File: config.mk
export PLATFORM = sky130hd
export DESIGN_NAME = com_uart_trans_ctrl_flat
export DESIGN_NICKNAME = d
export VERILOG_FILES = /design/src/rtl/com_uart_trans_ctrl_if.sv /design/src/rtl/com_uart_trans_ctrl.sv /design/src/flat_wrapper.sv
export SDC_FILE = /design/constraint.sdc
export NUM_CORES = 1
export LEC_CHECK = 0
export CORE_ASPECT_RATIO = 0.75
export CORE_UTILIZATION = 61
export DETAILED_ROUTE_END_ITERATION = 7
export DONT_BUFFER_PORTS = 1
export PLACE_DENSITY_LB_ADDON = 0.05
export SYNTH_ARGS = -nofsm -noshare
export SYNTH_HDL_FRONTEND = slang
export SYNTH_SLANG_ARGS = --single-unit
File: constraint.sdc
create_clock -name clk -period 2.3 [get_ports clk]
set_clock_uncertainty 0.1 [all_clocks]
set_input_delay 0.23 -clock clk [delete_from_list [all_inputs] [get_ports clk]]
set_output_delay 0.23 -clock clk [all_outputs]
set_load 0.005 [all_outputs]
File: src/rtl/com_uart_trans_ctrl_if.sv
// TX FIFO read port between the UART transmit controller and its FIFO.
// The controller pops with FIFO_rd_en; data is valid the following clk.
interface com_uart_trans_ctrl_if #(
    parameter int DATA_WIDTH = 8
);
    logic                  FIFO_empty;
    logic [DATA_WIDTH-1:0] FIFO_data;
    logic                  FIFO_rd_en;

    modport master (
        input  FIFO_empty,
        input  FIFO_data,
        output FIFO_rd_en
    );

    modport slave (
        output FIFO_empty,
        output FIFO_data,
        input  FIFO_rd_en
    );
endinterface

File: src/rtl/com_uart_trans_ctrl.sv
// UART transmit framing FSM: pops the TX FIFO and serialises
// start, LSB-first payload, optional parity and 1/2 stop bits.
module com_uart_trans_ctrl #(
    parameter int         DATA_WIDTH  = 8,
    parameter logic [1:0] PARITY_NONE = 2'd0,
    parameter logic [1:0] PARITY_ODD  = 2'd1,
    parameter logic [1:0] PARITY_EVEN = 2'd2
) (
    input  logic                         clk,
    input  logic                         rst,
    com_uart_trans_ctrl_if.master        fifo,
    input  logic                         baud_tick,
    input  logic [1:0]                   parity_mode,
    input  logic                         stop_bits_sel,
    output logic                         TX,
    output logic                         ctrl_idle_state,
    output logic                         ctrl_stop_state,
    output logic                         TX_done
);
    localparam int IW = (DATA_WIDTH > 1) ? $clog2(DATA_WIDTH) : 1;
    localparam logic [IW-1:0] LAST = IW'(DATA_WIDTH - 1);

    typedef enum logic [2:0] {
        IDLE, LOAD, START, DATA, PARITY, STOP
    } state_t;

    state_t                state_q, state_d;
    logic [DATA_WIDTH-1:0] sr_q, sr_d;
    logic [DATA_WIDTH-1:0] byte_q, byte_d;
    logic [IW-1:0]         idx_q, idx_d;
    logic [1:0]            mode_q, mode_d;
    logic                  stop2_q, stop2_d;
    logic                  scnt_q, scnt_d;
    logic                  tx_q, tx_d;
    logic                  idle_q, idle_d;
    logic                  stp_q, stp_d;
    logic                  done_q, done_d;
    logic                  pop;
    logic                  has_par;
    logic                  par_bit;

    // Latched mode is normalised at LOAD, so encoding 3 already reads as none
    assign has_par = (mode_q != PARITY_NONE);
    assign par_bit = (^byte_q) ^ (mode_q == PARITY_ODD);

    always_comb begin
        state_d = state_q;
        sr_d    = sr_q;
        byte_d  = byte_q;
        idx_d   = idx_q;
        mode_d  = mode_q;
        stop2_d = stop2_q;
        scnt_d  = scnt_q;
        done_d  = 1'b0;
        pop     = 1'b0;
        unique case (state_q)
            IDLE: begin
                if (!fifo.FIFO_empty) begin
                    pop     = 1'b1;
                    state_d = LOAD;
                end
            end
            LOAD: begin
                sr_d    = fifo.FIFO_data;
                byte_d  = fifo.FIFO_data;
                mode_d  = (parity_mode == PARITY_ODD ||
                           parity_mode == PARITY_EVEN) ?
                          parity_mode : PARITY_NONE;
                stop2_d = stop_bits_sel;
                idx_d   = '0;
                scnt_d  = 1'b0;
                state_d = START;
            end
            START: begin
                if (baud_tick) begin
                    idx_d   = '0;
                    state_d = DATA;
                end
            end
            DATA: begin
                if (baud_tick) begin
                    sr_d = sr_q >> 1;
                    if (idx_q == LAST)
                        state_d = has_par ? PARITY : STOP;
                    else
                        idx_d = idx_q + 1'b1;
                end
            end
            PARITY: begin
                if (baud_tick)
                    state_d = STOP;
            end
            STOP: begin
                if (baud_tick) begin
                    if (!stop2_q || scnt_q) begin
                        done_d = 1'b1;
                        if (!fifo.FIFO_empty) begin
                            pop     = 1'b1;
                            state_d = LOAD;
                        end else begin
                            state_d = IDLE;
                        end
                    end else begin
                        scnt_d = 1'b1;
                    end
                end
            end
            default: state_d = IDLE;
        endcase

        // Outputs decode the next state so they line up with the state register
        unique case (state_d)
            START:   tx_d = 1'b0;
            DATA:    tx_d = sr_d[0];
            PARITY:  tx_d = par_bit;
            default: tx_d = 1'b1;
        endcase
        idle_d = (state_d == IDLE);
        stp_d  = (state_d == STOP);
    end

    always_ff @(posedge clk) begin
        if (rst) begin
            state_q <= IDLE;
            sr_q    <= '0;
            byte_q  <= '0;
            idx_q   <= '0;
            mode_q  <= PARITY_NONE;
            stop2_q <= 1'b0;
            scnt_q  <= 1'b0;
            tx_q    <= 1'b1;
            idle_q  <= 1'b1;
            stp_q   <= 1'b0;
            done_q  <= 1'b0;
        end else begin
            state_q <= state_d;
            sr_q    <= sr_d;
            byte_q  <= byte_d;
            idx_q   <= idx_d;
            mode_q  <= mode_d;
            stop2_q <= stop2_d;
            scnt_q  <= scnt_d;
            tx_q    <= tx_d;
            idle_q  <= idle_d;
            stp_q   <= stp_d;
            done_q  <= done_d;
        end
    end

    assign fifo.FIFO_rd_en  = pop & ~rst;
    assign TX               = tx_q;
    assign ctrl_idle_state  = idle_q;
    assign ctrl_stop_state  = stp_q;
    assign TX_done          = done_q;
endmodule

File: src/flat_wrapper.sv
// flat-port wrapper written by rule: the top's interface ports become plain ports
module com_uart_trans_ctrl_flat 
#(
    parameter int         DATA_WIDTH  = 8,
    parameter logic [1:0] PARITY_NONE = 2'd0,
    parameter logic [1:0] PARITY_ODD  = 2'd1,
    parameter logic [1:0] PARITY_EVEN = 2'd2
)
  (clk, rst, baud_tick, parity_mode, stop_bits_sel, TX, ctrl_idle_state, ctrl_stop_state, TX_done, fifo_FIFO_empty, fifo_FIFO_data, fifo_FIFO_rd_en);
  com_uart_trans_ctrl_if #(.DATA_WIDTH(DATA_WIDTH)) fifo_i ();
  input  logic clk;
  input  logic rst;
  input  logic baud_tick;
  input  logic [1:0] parity_mode;
  input  logic stop_bits_sel;
  output logic TX;
  output logic ctrl_idle_state;
  output logic ctrl_stop_state;
  output logic TX_done;
  input wire logic [$bits(fifo_i.FIFO_empty)-1:0] fifo_FIFO_empty;
  input wire logic [$bits(fifo_i.FIFO_data)-1:0] fifo_FIFO_data;
  output wire logic [$bits(fifo_i.FIFO_rd_en)-1:0] fifo_FIFO_rd_en;
  assign fifo_i.FIFO_empty = fifo_FIFO_empty;
  assign fifo_i.FIFO_data = fifo_FIFO_data;
  assign fifo_FIFO_rd_en = fifo_i.FIFO_rd_en;
  com_uart_trans_ctrl #(.DATA_WIDTH(DATA_WIDTH), .PARITY_NONE(PARITY_NONE), .PARITY_ODD(PARITY_ODD), .PARITY_EVEN(PARITY_EVEN)) u_core (.clk(clk), .rst(rst), .fifo(fifo_i), .baud_tick(baud_tick), .parity_mode(parity_mode), .stop_bits_sel(stop_bits_sel), .TX(TX), .ctrl_idle_state(ctrl_idle_state), .ctrl_stop_state(ctrl_stop_state), .TX_done(TX_done));
endmodule
==> metrics.md <==
| Metric | Value |
|---|---|
| Part of the Yosys area used for sequential elements | 42.8% |
| Vias per inst | 5.99 |
| Peak Freq | 496 MHz |
| First-pass GRT wire length | 5.10 mm |
| Die ar. | 0.00250 mm² |
| Pre-antenna DRT Iters | 6 |
| RSZ-0062 raised after global routing | no |
| Fin. Hold Viols | 0 |
| Starting DRT DRC Count | 93 |
| Core area | 0.00208 mm² |
| Detail Route Antenna Nets | 0 |
| Final worst slack | 282 ps |
| Share of cells above drive strength 1 | 9.83% |
| Post-placement cell count | 179 |
| DIE WIDTH | 57.4 µm |
| Run status | finished with violations |
| Max capacitance violation total | 0 |
| PortBufs | 0 |
| Worst-skew pair later-pin latency | 320 ps |
| Synth warn | 0 |
| Fillers | 166 |
| Final hold slack | 28.1 ps |
| # rows | 14 |
| Synthesized flop and latch total | 30 |
| Final min period | 2020 ps |
| Antenna diode count | 0 |
| Final setup violation count | 0 |
| Max Root-Sink Buffers | 2 |
| Slew headroom | 34.6% |
| Placement Setup Slack | 368 ps |
| Netlist cell types | 38 |
| Synth Net Count | 180 |
| Clock Sinks | 30 |
| Setup tns final | 0 ps |
| Final net count | 191 |
| Least-Margin Pin Slew | 977 ps |
| Setup crit start kind | flip-flop |
| Finished Layout Cells | 197 |
| WL per Instance | 15.2 µm |
| Final core utilization | 74.3% |
| CP Class | flip-flop to flip-flop |
| Post-Syn Area | 0.00140 mm² |
| Hold Crit Class | input pin to flip-flop |
| Worst-path fanout max | 22 |
| GR Util All Layers | 27.6% |
| Clock-pin slew on the worst setup and hold paths | 80 ps |
| CTS tree | yes |
| I/O pin cnt | 20 |
| Lkg Pwr | 0.560 nW |
| Grt ovf | 0 |
| Vias in the first global route | 1,081 |
| Syn Inst Count | 162 |
| Failing checks | DRC |
| Avg Cell Area, Syn | 8.67 µm² |
| Largest net degree at the start of global routing | 29 |
| Worst vdd ir | 0.565 mV |
| Starting Density | 67.3% |
| Final period util | 87.7% |
| GPL Wtd Cong | 0.794 |
| Vias post-DR | 1,181 |
| Drt drc | 2 |
| CTS resizes | 0 |
| Power per cell area | 688 mW/mm² |
| Final Max Slew Viols | 0 |
| Reg area | 601 µm² |
| Layout area overhead | 10.3% |
| WP data required | 2350 ps |
| Die Y | 43.5 µm |
| Antenna violations before repair | 0 |
| Num CTS Buffers | 5 |
| Footprint of the multi-input gates | 729 µm² |
| Root Buffer | clkbuf_4 |
| H-tree levels | 2 |
| Critical path endpoint category | flip-flop |
| Worst path arrival time | 2070 ps |
| DP HPWL | 2.00 mm |
| Routed WL | 2.99 mm |
[layer usage]
layer  vias to the layer above  part of all wire, %  track usage [%]
met2                        34                   44             40.0
met3                         6                  6.4             8.36
met5                         -                    0                0
met1                       552                   48             39.0
li1                        589                    -                -
met4                         0                  1.5             10.2
[worst paths after layout]
path	startpoint	to	slack, ps	cells past startpoint
hold reg to reg	u_core.byte_q[4]$_SDFFE_PP0N_	u_core.byte_q[4]$_SDFFE_PP0N_	370	2
setup reg to reg	u_core.state_q[1]$_SDFF_PP0_	u_core.sr_q[4]$_SDFFE_PP0P_	280	4
setup / recovery	u_core.state_q[1]$_SDFF_PP0_	u_core.sr_q[4]$_SDFFE_PP0P_	280	4
hold / removal	fifo_FIFO_data[1]	u_core.sr_q[1]$_SDFFE_PP0P_	30	2
[registers in the layout (all words and copies together), names as in the netlist]
register,flops
u_core.idx_q,3
u_core.mode_q,2
u_core.scnt_q,1
u_core.state_q,3
u_core.TX_done,1
u_core.ctrl_idle_state,1
u_core.TX,1
u_core.byte_q,8
u_core.stop2_q,1
u_core.ctrl_stop_state,1
u_core.sr_q,8
[cell type report]
class / count / share of cell area [%]
clock buffers: 7 / 2.91
repair buffers: 13 / 8.08
multi-input cells: 118 / 47.1
flip-flops and latches: 30 / 38.8
well taps: 24 / 1.94
inverters: 5 / 1.21
[power by group]
part	switching, mW	leakage [nW]	internal (mW)	total [mW]
Sequential	0.0340	0.245	0.553	0.587
Combinational	0.106	0.290	0.0928	0.199
Clock	0.165	0.0254	0.115	0.280
[per-stage QoR]
stage	area [µm²]	power [mW]
CTS	1550	1.07
floorplan	1400	0.748
global route	1550	1.13
finish	1550	1.07
detailed placement	1390	0.769
global placement	1390	0.764
[critical path, cell delays in order (launching register included)]
cell and delay [ps]:
dfxtp_1 820, inv_1 320, or3_1 380, o21ai_1 110, a211oi_1 120
[Yosys cell counts, drive strengths merged]
cell / n / area (µm²)
dfxtp: 30 / 601
nand2: 24 / 92.6
a21oi: 18 / 90.1
nor2: 15 / 56.3
o21ai: 8 / 43.8
xnor2: 7 / 61.3
a211oi: 6 / 45.0
nand2b: 6 / 52.6
or3: 6 / 37.5
inv: 5 / 18.8
buf: 4 / 27.5
clkbuf: 4 / 15.0
ha: 3 / 37.5
nand4: 3 / 18.8
nor3b: 3 / 22.5
a31o: 2 / 17.5
nor2b: 2 / 12.5
nor3: 2 / 10.0
a21o: 1 / 7.51
a311o: 1 / 10.0
a32oi: 1 / 16.3
a41oi: 1 / 8.76
dlymetal6s2s: 1 / 12.5
mux2i: 1 / 10.0
mux4: 1 / 22.5
nand3: 1 / 5.00
nor4: 1 / 6.26
nor4bb: 1 / 10.0
o211ai: 1 / 7.51
o221a: 1 / 11.3
or4: 1 / 7.51
xor2: 1 / 8.76
[cell families after synthesis]
family,Yosys count,share of synthesized area (%)
buf+inv,14,5.26
flops,30,42.8
mux,2,2.32
compound gates,40,18.4
simple gates,65,23.6
xor+xnor,8,4.99
fa+ha+maj,3,2.67
[cell usage in the layout, fill, tap and decap left out, types with 2 or more instances in the layout]
| cell type | n |
|---|---|
| inv_2 | 3 |
| clkbuf_1 | 2 |
| a21oi_1 | 18 |
| nor2b_1 | 2 |
| dfxtp_1 | 30 |
| clkbuf_4 | 5 |
| buf_4 | 2 |
| nand2b_1 | 4 |
| a211oi_1 | 6 |
| nor3_1 | 2 |
| nand2_1 | 23 |
| nand4_1 | 3 |
| xnor2_1 | 7 |
| nor3b_1 | 3 |
| nand2b_4 | 2 |
| nor2_1 | 15 |
| ha_1 | 3 |
| dlygate4sd3_1 | 11 |
| or3_1 | 6 |
| a31o_1 | 2 |
| inv_1 | 2 |
| o21ai_1 | 6 |
[repair_timing]
action                    CTS  global route
hold endpoints to repair   29             0
setup buffers               0             0
hold buffers               11             0
Power figures use the tool's default switching activity.
